### config.mk
export PLATFORM = sky130hd
export DESIGN_NAME = mem_arbiter
export DESIGN_NICKNAME = d
export VERILOG_FILES = /design/src/rtl/mem_arbiter_pkg.sv /design/src/rtl/mem_arbiter_picker.sv /design/src/rtl/mem_arbiter.sv
export SDC_FILE = /design/constraint.sdc
export NUM_CORES = 1
export LEC_CHECK = 0
export ABC_CLOCK_PERIOD_IN_PS = 2340
export BUFFER_PORTS_ARGS = -buffer_cell sky130_fd_sc_hd__buf_4
export CORE_MARGIN = 1
export CORE_UTILIZATION = 47
export DETAILED_ROUTE_END_ITERATION = 16
export PLACE_DENSITY = 0.8
export SLEW_MARGIN = 20
export SYNTH_ARGS = -nofsm -noshare
export SYNTH_HDL_FRONTEND = slang
export SYNTH_SLANG_ARGS = --single-unit
### constraint.sdc
create_clock -name clk -period 2.34 [get_ports clk]
set_clock_uncertainty 0.05 [all_clocks]
set_input_delay 0.117 -clock clk [delete_from_list [all_inputs] [get_ports clk]]
set_output_delay 0.117 -clock clk [all_outputs]
set_load 0.1 [all_outputs]
### src/rtl/mem_arbiter_pkg.sv
// Shared types and constants for the unified-memory arbiter.
//   arb_state_t     : arbiter FSM state (IDLE -> ACCESS -> DONE -> IDLE)
//   ARB_PORT_CPU    : port index of the CPU requester
//   ARB_PORT_LDR    : port index of the program loader / debug requester
//   MEM_ARB_NPORTS  : number of requesting ports
package mem_arbiter_pkg;

    typedef enum logic [1:0] {
        ARB_IDLE   = 2'd0,
        ARB_ACCESS = 2'd1,
        ARB_DONE   = 2'd2
    } arb_state_t;

    localparam int   MEM_ARB_NPORTS = 2;
    localparam logic ARB_PORT_CPU   = 1'b0;
    localparam logic ARB_PORT_LDR   = 1'b1;

endpackage

### src/rtl/mem_arbiter_picker.sv
// Grant picker for the memory arbiter (combinational).
// Chooses which requesting port wins when the arbiter is idle.
// Build option: MEM_ARB_ROUND_ROBIN_EN
//   defined     : on contention the port that did not own the last access wins
//   not defined : fixed priority, the CPU port always wins on contention
// Ports:
//   req         in  per-port request
//   last_owner  in  port that completed the most recent transaction
//   grant_valid out at least one port is requesting
//   grant_idx   out index of the winning port
module mem_arbiter_picker
    import mem_arbiter_pkg::*;
(
    input  logic [MEM_ARB_NPORTS-1:0] req,
    input  logic                      last_owner,
    output logic                      grant_valid,
    output logic                      grant_idx
);

`ifndef MEM_ARB_ROUND_ROBIN_EN
    // Fixed priority ignores history; keep the input visibly consumed.
    logic unused_last_owner;
    assign unused_last_owner = last_owner;
`endif

    always_comb begin
        grant_valid = |req;
        grant_idx   = ARB_PORT_CPU;
        if (&req) begin
`ifdef MEM_ARB_ROUND_ROBIN_EN
            grant_idx = ~last_owner;
`else
            grant_idx = ARB_PORT_CPU;
`endif
        end else if (req[ARB_PORT_LDR]) begin
            grant_idx = ARB_PORT_LDR;
        end
    end

endmodule

### src/rtl/mem_arbiter.sv
// Arbiter sharing the single-port unified memory between the CPU (port 0)
// and the program loader / debug port (port 1).
// Build option: MEM_ARB_ROUND_ROBIN_EN selects round-robin contention
// handling in the picker; default is fixed CPU priority.
//
// Handshake (req/ack): a requester raises req[i] with we/addr/wdata stable
// and holds them until it sees ack[i], a single-cycle pulse in the DONE
// cycle. Requests are only sampled in IDLE; a req still high in the IDLE
// cycle after its ack starts a new transaction.
//
// Ports:
//   clk, reset           clock, synchronous active-high reset
//   req, we              per-port request and write enable (1 = store)
//   addr0/1, wdata0/1    per-port address and write data
//   ack                  one-cycle completion pulse to the granted port
//   rdata                registered load data, valid in the ack cycle
//   busy                 high in ACCESS and DONE
//   mem_addr/we/wdata    memory-side request (registered)
//   mem_rdata            memory read data
//   dbg_state            current FSM state, for observation
module mem_arbiter
    import mem_arbiter_pkg::*;
#(
    parameter int ADDR_W  = 8,
    parameter int DATA_W  = 8,
    parameter int MEM_LAT = 1
) (
    input  logic                      clk,
    input  logic                      reset,
    input  logic [MEM_ARB_NPORTS-1:0] req,
    input  logic [MEM_ARB_NPORTS-1:0] we,
    input  logic [ADDR_W-1:0]         addr0,
    input  logic [ADDR_W-1:0]         addr1,
    input  logic [DATA_W-1:0]         wdata0,
    input  logic [DATA_W-1:0]         wdata1,
    output logic [MEM_ARB_NPORTS-1:0] ack,
    output logic [DATA_W-1:0]         rdata,
    output logic                      busy,
    output logic [ADDR_W-1:0]         mem_addr,
    output logic                      mem_we,
    output logic [DATA_W-1:0]         mem_wdata,
    input  logic [DATA_W-1:0]         mem_rdata,
    output arb_state_t                dbg_state
);

    localparam int               CNT_W    = $clog2(MEM_LAT + 1);
    localparam logic [CNT_W-1:0] CNT_LAST = CNT_W'(MEM_LAT - 1);

    arb_state_t       state;
    logic             owner;
    logic             last_owner;
    logic             lat_we;
    logic [CNT_W-1:0] cnt;
    logic             grant_valid;
    logic             grant_idx;

    mem_arbiter_picker u_picker (
        .req         (req),
        .last_owner  (last_owner),
        .grant_valid (grant_valid),
        .grant_idx   (grant_idx)
    );

    assign dbg_state = state;

    always_ff @(posedge clk) begin
        if (reset) begin
            state      <= ARB_IDLE;
            ack        <= '0;
            busy       <= 1'b0;
            mem_we     <= 1'b0;
            mem_addr   <= '0;
            mem_wdata  <= '0;
            rdata      <= '0;
            owner      <= ARB_PORT_CPU;
            last_owner <= ARB_PORT_LDR;
            lat_we     <= 1'b0;
            cnt        <= '0;
        end else begin
            // Pulses default low; set only on the cycle they belong to.
            ack    <= '0;
            mem_we <= 1'b0;
            case (state)
                ARB_IDLE: begin
                    if (grant_valid) begin
                        // mem_addr/mem_wdata double as the latched request fields.
                        owner     <= grant_idx;
                        lat_we    <= we[grant_idx];
                        mem_addr  <= grant_idx ? addr1 : addr0;
                        mem_wdata <= grant_idx ? wdata1 : wdata0;
                        // Single write strobe: only the first ACCESS cycle.
                        mem_we    <= we[grant_idx];
                        busy      <= 1'b1;
                        cnt       <= '0;
                        state     <= ARB_ACCESS;
                    end
                end
                ARB_ACCESS: begin
                    if (cnt == CNT_LAST) begin
                        cnt        <= '0;
                        ack[owner] <= 1'b1;
                        // Memory data has settled after MEM_LAT address cycles.
                        if (!lat_we) begin
                            rdata <= mem_rdata;
                        end
                        state <= ARB_DONE;
                    end else begin
                        cnt <= cnt + CNT_W'(1);
                    end
                end
                ARB_DONE: begin
                    last_owner <= owner;
                    busy       <= 1'b0;
                    state      <= ARB_IDLE;
                end
                default: begin
                    state <= ARB_IDLE;
                end
            endcase
        end
    end

endmodule

* Word-level counts from Yosys, hierarchy flattened
Cells that the tools add are included.
** Operators by class
- Add/sub/neg operators :: 1
- Magnitude comparators :: 3
- Eq/ne operators :: 4
- Muxes and demuxes :: 16
- Bitwise logic cells :: 5
- Reduce and logical (&&, ||, !) cells :: 13
** Operators with widths (number)
- $mux 8 :: 2
- $reduce_and 2->1 :: 5
- $mux 1 :: 8
- $reduce_or 3->1 :: 2
- $not 1->1 :: 5
- $lt 1x2->1 const B :: 2
- $mux 2 :: 2
- $ne 2x2->1 const B :: 2
- $pmux 1 s2 :: 2
- $pmux 2 s2 :: 1
- $reduce_bool 2->1 :: 2
- $reduce_and 3->1 :: 1
- $eq 2x1->1 const B :: 1
- $eq 2x2->1 const B :: 1
- $logic_not 2->1 :: 1
- $reduce_or 2->1 :: 1
- $add 1x1->1 const B :: 1
- $demux 1 s1 :: 1
- $ge 1x1->1 const B :: 1
- $logic_and 1x1->1 :: 1
** Storage, ports and cells
- Register bits after elaboration :: 33
- Input port bits :: 46
- Output and inout port bits :: 30
- Word-level logic and storage cells :: 52

* Longest topological paths before layout
Gate-level depths: netlist of run 1.
- Depth after elaboration :: 4
- Gate-level depth with buffers :: 5
- Depth with buffers taken out :: 3

* Cells and area by module
From an unflattened synthesis of run 1, not the netlist that was laid out.
** Unflattened totals
- Cells, all modules :: 135
- Area, all modules :: 1392.6 µm²
** By module, submodules not included
- mem_arbiter :: times used 1, cells an instance 133, area an instance 1380.1 µm², sequential area each 660.6 µm²
- mem_arbiter_picker :: times used 1, cells an instance 2, area an instance 12.5 µm², sequential area each 0.0 µm²

* Least setup slack after synthesis of run 1
OpenSTA, ideal clock, no wires.
- Path kind :: flip-flop to flip-flop
- From :: register state[0] (netlist: dbg_state[0])
- To :: register rdata[0]
- Library setup time :: 0.128 ns
- Data arrival time :: 1.733 ns
- Data required time :: 2.162 ns
- Setup slack :: 0.430 ns
- Cell stages (with the launch flop) :: 5
- Path buffers :: 1
- Clock period less this slack :: 1.910 ns
- Cells stage by stage :: dfxtp_1 nor3b_2 buf_4 mux2i_1 nor2_1
** On the way
- Word-level cells in the longest chain between the ends :: 2
** RTL lines
- start, declared :: line mem_arbiter.sv:49 : arb_state_t state;
- start signal, assigned :: line mem_arbiter.sv:68 : state <= ARB_IDLE;
- start signal, assigned :: line mem_arbiter.sv:95 : state <= ARB_ACCESS;
- start signal, assigned :: line mem_arbiter.sv:106 : state <= ARB_DONE;
- $eq 2x1->1 :: line mem_arbiter.sv:83 : case (state)
- $reduce_and 3->1 (no line)
- end signal, assigned :: line mem_arbiter.sv:104 : rdata <= mem_rdata;
- end, declared :: line mem_arbiter.sv:37 : output logic [DATA_W-1:0] rdata,
No other way between the ends.
A chain may end at the register's enable or synchronous reset.

* Worst setup path in the final report of run 1
- From :: register state[1] (netlist: dbg_state[1])
- To :: register mem_addr[7]
** On the way
- Word-level cells in the longest chain between the ends :: 2
** RTL lines
- $logic_not 2->1 :: line mem_arbiter.sv:83
- $reduce_and 2->1 (no line)
- end signal, assigned :: line mem_arbiter.sv:89 : mem_addr <= grant_idx ? addr1 : addr0;
- end, declared :: line mem_arbiter.sv:39 : output logic [ADDR_W-1:0] mem_addr,
No other way between the ends.

==> impl_metrics.py, run 1 <==
metrics = {
    "clocking": {
        "clk_pin_slew_ns": 0.09,
        "insertion_delay_ns": 0.32,
        "cts_buffer_depth": 2,
        "cts_tree": "built",
        "cts_sinks": 32,
        "cts-buffers-inserted": 5,
        "cts_root_buf": "clkbuf_4",
        "postCtsSetupRepairBufs": 0,
        "cts_max_level": 2,
    },
    "layout": {
        "multi_input_area_um2": 643,
        "area_delta_synth_final_pct": 47.3,
        "layout-drive-gt1-share_pct": 45.6,
        "n_antenna_cell": 0,
        "fillCellCount": 211,
        "mostFrequentLayoutCells": "buf_4, dfxtp_1, a21oi_1, a211oi_1",
        "seq_area_um2": 641,
        "nets": 260,
        "final_common_cell": "buf_4",
    },
    "synthesis": {
        "syn_area_um2": 1390,
        "synth-xor-area-share_pct": 0,
        "synthAdderAreaFrac_pct": 0,
        "syn_inst": 136,
        "ys_seq_area_share_pct": 46.2,
        "yosys_warnings": 0,
        "ys_seq_elements": 32,
        "syn_nets": 182,
        "yosys.cell_types.count": 28,
        "synthMuxAreaShare_pct": 6.50,
        "synth.avg_cell_area_um2": 10.2,
        "synth_compound_area_share_pct": 27.5,
        "synth_top_family_by_area": "compound AO/OA/AOI/OAI gates",
        "synth_simple_gate_area_share_pct": 12.4,
    },
    "routing": {
        "drc_errors": 0,
        "via_count": 1329,
        "routed_wl_um": 3420,
        "vias_per_cell": 5.40,
        "first_iter_violations": 43,
        "routedWlPerCell_um": 13.9,
        "antenna_left": 0,
        "drtPass1Iterations": 4,
    },
    "worst_setup_path": {
        "crit_arrival_ns": 1.86,
        "crit_path_top_delay_cell": "nor2_4",
        "path_buf_inv": 1,
        "startpoint_type": "flip-flop",
        "cp-end-kind": "flip-flop",
        "path_cells": "nor2_4 > buf_4 > a21oi_1 > a211oi_1",
        "required_ns": 2.53,
        "cp_top_family": "simple AND/OR/NAND/NOR gates",
        "criticalPathCategory": "flip-flop to flip-flop",
        "cpPeakStageDelay_ns": 0.51,
        "worst-path-max-fanout": 22,
    },
    "floorplanning": {
        "start_util_pct": 49.8,
        "die_area_um2": 3170,
        "core_area_um2": 2780,
        "die_h_um": 56.3,
        "die_x_um": 56.3,
        "boundaryPins": 76,
        "rows": 19,
    },
    "sta": {
        "worstMarginPinSlew_ns": 0.794,
        "finalCritPeriodShare_pct": 71.3,
        "slew_headroom_pct": 47.0,
        "min_period_ns": 1.67,
        "setup_viol": 0,
        "fin_ws_ns": 0.672,
        "rsz0062_at_grt": "false",
        "final-hold-violation-count": 0,
        "fin_tns_setup_ns": 0,
        "slew_violations": 0,
        "clock.fmax_mhz": 599,
    },
    "pwr": {
        "p_per_area_nw_per_um2": 782,
        "p_leak_nw": 0.891,
        "vdd_drop_max_mv": 0.810,
    },
    "placement": {
        "post-place-ws_ns": 0.680,
        "place_congestion": 0.761,
        "dp_hpwl_um": 2380,
        "io_buffers": 75,
    },
    "global_routing": {
        "grt_remaining_overflow": 0,
        "grt_util_all_layers_pct": 22.5,
        "grt_pass1_wl_um": 5550,
        "grt_max_degree": 31,
        "grt_pass1_vias": 1280,
        "grt_antenna_before_repair": 0,
    },
    "run_status": {
        "outcome": "complete, no violations",
    },
    "job": {
        "cap_violations": 0,
    },
    "min_path": {
        "min-delay-path-class": "primary input to flip-flop",
    },
}
[what timing repair did]
action                                 4_1_cts  5_1_grt
hold buffers                                 8        0
gates resized for setup                      0        0
endpoints found under the hold margin        8        0
[registers in the layout, indices dropped and copies added (netlist names)]
register / count
mem_addr: 8
mem_wdata: 8
rdata: 8
ack: 2
dbg_state: 2
busy: 1
lat_we: 1
mem_we: 1
owner: 1
[kinds of logic after synthesis]
group,count (synthesis)
AOI/OAI and AO/OA,54
buffers and inverters,15
DFF,32
muxes,9
and+or+nand+nor,26
[report_power, final]
part           switching [mW]  internal (mW)
Clock                   0.173          0.148
Combinational           0.467          0.181
Sequential             0.0319          0.595
[final timing paths]
kind / cells after the start / to / slack [ns] / startpoint
hold / removal: 2 / owner / 0.03 / req[0]
hold reg to reg: 1 / ack[0] / 0.40 / owner
setup reg to reg: 4 / mem_addr[7] / 0.67 / dbg_state[1]
setup / recovery: 4 / mem_addr[7] / 0.67 / dbg_state[1]
[per-stage QoR]
step	hold WS, ns	std cells	total power [mW]	cell area, um^2	utilization (%)
after global placement	0.300	230	1.27	1900	68.4
after detailed placement	0.310	230	1.28	1900	68.4
final	0.0281	246	1.60	2040	73.4
after global routing	0.0311	246	1.66	2040	73.4
after floorplan	0.158	136	1.13	1390	-
after CTS	0.0230	246	1.61	2040	73.4
[synthesized netlist by cell type]
cell,n,area (um^2)
nor2_1,9,33.8
nor2_4,1,11.3
buf_1,1,3.75
a21oi_1,14,70.1
a211oi_1,11,82.6
nor2b_1,1,6.26
or2_1,1,6.26
o22ai_1,8,50.1
a211oi_2,6,75.1
a21oi_2,5,43.8
o21ai_0,8,40.0
or3b_1,8,70.1
nor3b_1,1,7.51
inv_4,1,6.26
dfxtp_1,32,641
inv_1,1,3.75
buf_2,5,25.0
and2_1,1,6.26
clkbuf_1,1,3.75
buf_6,4,45.0
a311oi_2,1,15.0
buf_4,2,15.0
nor3b_2,1,12.5
o21ai_1,1,5.00
mux2i_1,9,90.1
nor3_1,1,5.00
nand2b_2,1,8.76
nand2_1,1,3.75
[layer usage]
layer	up-vias	share of wire, %	global-route usage [%]
met4	0	1.2	5.23
met3	5	5.6	6.91
li1	655	-	-
met5	-	0	0
met1	625	41	24.8
met2	44	53	41.8
[final cells by class]
class                           instances  area share, %
Multi-Input combinational cell         89           31.5
Sequential cell                        32           31.4
Inverter                                2          0.490
Clock buffer                            8           2.88
Tap cell                               31           1.90
Timing Repair Buffer                   84           31.9
Note: power is estimated with default switching activity, not from simulation.
==> run 2: changes to the inputs <==
ABC_AREA = 1   (was not set)
ABC_CLOCK_PERIOD_IN_PS = 1600   (was 2340)
CORE_UTILIZATION = 46   (was 47)
PLACE_DENSITY = 0.75   (was 0.8)
clock period = 1.6 ns   (was 2.34 ns; I/O delays follow)
==> impl_metrics.py, run 2 <==
metrics = {
    "run_status": {
        "outcome": "complete, no violations",
    },
    "clocking": {
        "cts_buffer_depth": 2,
        "cts_root_buf": "clkbuf_4",
        "ctsResizeCount": 0,
        "cts-buffers-inserted": 5,
        "postCtsSetupRepairBufs": 0,
        "cts_tree": "built",
        "cts_sinks": 32,
        "cts_max_level": 2,
        "insertion_delay_ns": 0.33,
        "clk_pin_slew_ns": 0.11,
        "holdBufCountCts": 9,
    },
    "sta": {
        "worstMarginPinSlew_ns": 0.353,
        "setup_viol": 0,
        "slew_headroom_pct": 76.5,
        "slew_violations": 0,
        "min_period_ns": 1.25,
        "clock.fmax_mhz": 801,
        "final-hold-violation-count": 0,
        "fin_tns_setup_ns": 0,
        "rsz0062_at_grt": "false",
        "fin_ws_ns": 0.352,
        "finalCritPeriodShare_pct": 78.0,
    },
    "routing": {
        "via_count": 1643,
        "routed_wl_um": 3590,
        "drc_errors": 0,
        "first_iter_violations": 54,
        "antenna_left": 0,
        "routedWlPerCell_um": 9.37,
        "vias_per_cell": 4.29,
        "drtPass1Iterations": 4,
    },
    "placement": {
        "post-place-ws_ns": 0.396,
        "place_congestion": 0.745,
        "dpl.cell_count": 366,
        "io_buffers": 75,
        "dp_hpwl_um": 2500,
    },
    "synthesis": {
        "ys_seq_area_share_pct": 39.9,
        "syn_nets": 299,
        "yosys_warnings": 0,
        "yosysTopAreaCell": "dfxtp_1",
        "yosys-top-cells-area": "dfxtp_1, nand2_1, nor2_1, inv_1, nand3_1",
        "ys.flop_type": "dfxtp_1",
        "ys_seq_elements": 32,
        "syn_area_um2": 1600,
        "synth_common_cells": "nand2_1, nor2_1, inv_1, dfxtp_1, nand3_1",
        "synth_edf_count": 0,
        "synthMostInstantiatedCell": "nand2_1",
        "synthArstFlopShare_pct": 0,
        "yosysTopAreaCellShare_pct": 39.9,
        "synth.avg_cell_area_um2": 6.34,
        "syn_inst": 253,
        "yosys.cell_types.count": 17,
    },
    "job": {
        "cap_violations": 0,
    },
    "pwr": {
        "p_leak_nw": 1.35,
        "p_per_area_nw_per_um2": 1070,
        "vdd_drop_max_mv": 0.656,
    },
    "worst_setup_path": {
        "path_buf_inv": 1,
        "cp_top_family": "flip-flops",
        "worst-path-max-fanout": 5,
        "cpPeakStageDelay_ns": 0.45,
        "path_cells": "buf_4",
        "crit_arrival_ns": 1.12,
        "crit_path_top_delay_cell": "dfxtp_2",
        "required_ns": 1.47,
        "cp-end-kind": "output pin",
        "criticalPathCategory": "flip-flop to output pin",
        "startpoint_type": "flip-flop",
    },
    "global_routing": {
        "grt_antenna_before_repair": 0,
        "grt_util_all_layers_pct": 21.2,
        "grt_remaining_overflow": 0,
        "grt_pass1_vias": 1394,
        "grt_max_degree": 22,
        "grt_pass1_wl_um": 5870,
    },
    "layout": {
        "mostFrequentLayoutCells": "buf_4, nand2_1, nor2_1, inv_1, dfxtp_1",
        "area_delta_synth_final_pct": 44.1,
        "stdcell_count": 383,
        "nets": 382,
        "final_common_cell": "buf_4",
        "n_antenna_cell": 0,
        "top_regs": "mem_addr: 8 flops, mem_wdata: 8 flops, rdata: 8 flops",
        "layout-drive-gt1-share_pct": 27.6,
    },
    "min_path": {
        "min-delay-path-class": "primary input to flip-flop",
    },
    "floorplanning": {
        "rows": 21,
        "die_area_um2": 3730,
        "start_util_pct": 48.1,
        "die_x_um": 61.1,
        "boundaryPins": 76,
        "core_area_um2": 3340,
        "die_h_um": 61.1,
    },
}
run 2: worst reg2reg max path, stage by stage (launching register included):
cell and delay (ns):
dfxtp_2 0.39, nor2_8 0.27, nand2_4 0.20, nand2_1 0.09, nand2_1 0.06, nor2_1 0.09
run 2: metal layers:
layer / track usage [%] / part of all wire (%) / vias up
li1: - / - / 897
met1: 25.4 / 46 / 692
met2: 36.3 / 47 / 49
met3: 6.51 / 6.3 / 5
met4: 6.82 / 1.1 / 0
met5: 0 / 0 / -
run 2: kinds of logic after synthesis:
kind of cell / after synthesis / share of synthesized area [%]
AO/OA/AOI/OAI: 3 / 0.936
buffers and inverters: 57 / 16.2
AND/OR/NAND/NOR: 161 / 42.9
flip-flops: 32 / 39.9
run 2: worst paths after layout:
| check | depth (start not counted) | end | start | slack (ns) |
|---|---|---|---|---|
| max reg2reg | 5 | mem_wdata[4] | dbg_state[0] | 0.38 |
| max | 1 | dbg_state[0] | dbg_state[0] | 0.35 |
| min reg2reg | 1 | ack[0] | owner | 0.37 |
| min | 5 | mem_we | we[0] | 0.02 |
run 2: where the power goes:
| part | internal (mW) | switching [mW] |
|---|---|---|
| Clock | 0.209 | 0.270 |
| Combinational | 0.280 | 0.782 |
| Sequential | 0.878 | 0.0487 |
run 2: final cells by class:
type	count	area (um^2)
fill	300	1030
multi-input combinational	164	703
timing repair buffer	85	661
sequential	32	643
inverter	48	185
tap	46	57.6
clock buffer	6	51.3
clock inverter	2	10.0
run 2: per-stage QoR:
stage	total power [mW]	hold slack (ns)	area (um^2)	utilization [%]
after floorplan	1.76	0.144	1610	-
after global placement	1.98	0.247	2160	64.7
after detailed placement	1.99	0.249	2160	64.7
after CTS	2.49	0.0128	2310	69.3
after global routing	2.61	0.0315	2310	69.3
final	2.47	0.0203	2310	69.3
==> run 3: changes to the inputs <==
ABC_CLOCK_PERIOD_IN_PS = 1120   (was 1600)
CORE_UTILIZATION = 41   (was 46)
PLACE_DENSITY = 0.71   (was 0.75)
clock period = 1.12 ns   (was 1.6 ns; I/O delays follow)
==> impl_metrics.py, run 3 (synthesized netlist as in run 2, its figures left out) <==
metrics = {
    "run_status": {
        "outcome": "complete, no violations",
    },
    "placement": {
        "post-place-ws_ns": 0.0524,
        "io_buffers": 75,
        "place_congestion": 0.785,
        "dp_hpwl_um": 2760,
    },
    "clocking": {
        "cts_buffer_depth": 2,
        "cts_max_level": 2,
        "postCtsSetupRepairBufs": 0,
        "cts_sinks": 32,
        "insertion_delay_ns": 0.28,
        "cts-buffers-inserted": 5,
        "cts_tree": "built",
        "cts_root_buf": "clkbuf_8",
        "clk_pin_slew_ns": 0.07,
    },
    "pwr": {
        "clkPwrFrac_pct": 27.4,
        "p_leak_nw": 1.41,
        "p_sw_mw": 1.64,
        "vdd_drop_max_mv": 0.854,
        "pwr-share-comb_pct": 39.2,
        "p_per_area_nw_per_um2": 1620,
        "p_int_mw": 2.37,
        "seq_power_share_pct": 33.4,
        "p_sw_share_pct": 41.0,
    },
    "worst_setup_path": {
        "worst-path-max-fanout": 5,
        "rr_startpoint": "dbg_state[1]",
        "cpPeakStageDelay_ns": 0.41,
        "startpoint_type": "flip-flop",
        "criticalPathCategory": "flip-flop to output pin",
        "cp-end-kind": "output pin",
        "cp_top_family": "flip-flops",
        "path_buf_inv": 1,
        "cp_num_cells": 1,
        "crit_path_top_delay_cell": "dfxtp_4",
        "reg2reg_depth": 5,
        "r2r_end": "mem_wdata[7]",
        "rrSetupSlack_ns": 0.05,
        "required_ns": 1.01,
        "crit_arrival_ns": 1.00,
        "path_cells": "buf_4",
    },
    "layout": {
        "postLayoutCoreUtil_pct": 66.5,
        "layout-drive-gt1-share_pct": 36.5,
        "area_delta_synth_final_pct": 54.1,
        "nets": 387,
        "mostFrequentLayoutCells": "buf_4, nand2_1, nor2_1, inv_1, dfxtp_2",
        "n_antenna_cell": 0,
        "top_regs": "mem_addr: 8 flops, mem_wdata: 8 flops, rdata: 8 flops",
        "final_common_cell": "buf_4",
        "fillCellCount": 329,
    },
    "floorplanning": {
        "die_area_um2": 4170,
        "boundaryPins": 76,
        "start_util_pct": 43.2,
        "die_h_um": 64.6,
        "core_area_um2": 3720,
        "die_x_um": 64.6,
        "rows": 22,
    },
    "min_path": {
        "holdPathEnd": "mem_we",
        "hp-start": "we[0]",
        "holdPathStages": 5,
        "min-delay-path-class": "primary input to flip-flop",
    },
    "sta": {
        "finalCritPeriodShare_pct": 98.5,
        "setup_viol": 0,
        "fin_ws_ns": 0.0171,
        "final-hold-violation-count": 0,
        "slew_violations": 0,
        "min_period_ns": 1.10,
        "rsz0062_at_grt": "true",
        "slew_headroom_pct": 78.3,
        "worstMarginPinSlew_ns": 0.324,
        "clock.fmax_mhz": 907,
    },
    "global_routing": {
        "grt_pass1_vias": 1542,
        "grt_remaining_overflow": 0,
        "grt_util_all_layers_pct": 20.8,
        "grt_max_degree": 19,
        "grt_antenna_before_repair": 0,
        "grt_pass1_wl_um": 6550,
    },
    "routing": {
        "vias_per_cell": 4.20,
        "via_count": 1638,
        "first_iter_violations": 66,
        "drtPass1Iterations": 4,
        "routed_wl_um": 3890,
        "antenna_left": 0,
        "drc_errors": 0,
        "routedWlPerCell_um": 9.97,
    },
    "job": {
        "cap_violations": 0,
    },
}
==> run 3: cell types whose count changed in the layout (fill, tap and decap cells not counted), sizes merged <==
cell / previous run / this run
bufinv: 0 / 1
clkbuf: 6 / 5
clkinvlp: 0 / 1
clkinv: 3 / 2
buf: 76 / 81
==> run 3: what timing repair did <==
action | in CTS | in global routing
hold buffers | 9 | 0
hold endpoints to repair | 11 | 0
resized for setup | 0 | 4
endpoints found under the setup margin | 0 | 16
==> run 3: power by group through the flow <==
stage               Combinational (mW)  Sequential [mW]  Clock (mW)
floorplan                        0.407             2.14           0
global placement                  1.53             1.36           0
detailed placement                1.54             1.36           0
CTS                               1.57             1.34        1.13
global route                      1.68             1.35        1.17
finish                            1.57             1.34        1.10
==> run 3: worst min-delay path, delay by kind of cell <==
family	cells	cell delay [ns]
buffers and inverters	2	0.13
AND/OR/NAND/NOR	3	0.16
==> run 3: worst max-delay path by stage <==
stage / start / endpoint / slack (ns)
floorplan: rdata[0] / rdata[0] / -0.20
global placement: dbg_state[0] / mem_wdata[7] / 0.06
detailed placement: dbg_state[0] / mem_wdata[7] / 0.05
CTS: dbg_state[0] / dbg_state[0] / 0.008
global route: dbg_state[1] / mem_addr[2] / -0.03
finish: dbg_state[0] / dbg_state[0] / 0.02
==> run 3: final cells by class <==
class                   count  area, um^2  share of cell area [%]
well taps                  48        60.1                    2.43
inverters                  48         188                    7.59
clock inverters             3        42.5                    1.72
multi-input cells         164         712                    28.8
flip-flops and latches     32         678                    27.4
clock buffers               5        68.8                    2.78
repair buffers             90         722                    29.2
==> run 3: per-stage QoR <==
step | hold WS (ns) | cells | cell area (um^2) | TNS, ns | power [mW]
CTS | 0.0242 | 390 | 2450 | 0 | 4.04
detailed placement | 0.221 | 373 | 2250 | 0 | 2.91
global route | 0.0664 | 390 | 2470 | -0.159 | 4.21
global placement | 0.217 | 373 | 2250 | 0 | 2.89
finish | 0.0315 | 390 | 2470 | 0 | 4.01
floorplan | 0.111 | 253 | 1650 | -1.03 | 2.54
==> run 3: layer usage <==
| layer | vias to the layer above | global-route usage (%) | part of all wire [%] |
|---|---|---|---|
| met4 | 0 | 10.6 | 1.9 |
| met5 | - | 0 | 0 |
| li1 | 908 | - | - |
| met3 | 5 | 5.81 | 5.1 |
| met2 | 46 | 36.1 | 48 |
| met1 | 679 | 23.1 | 45 |
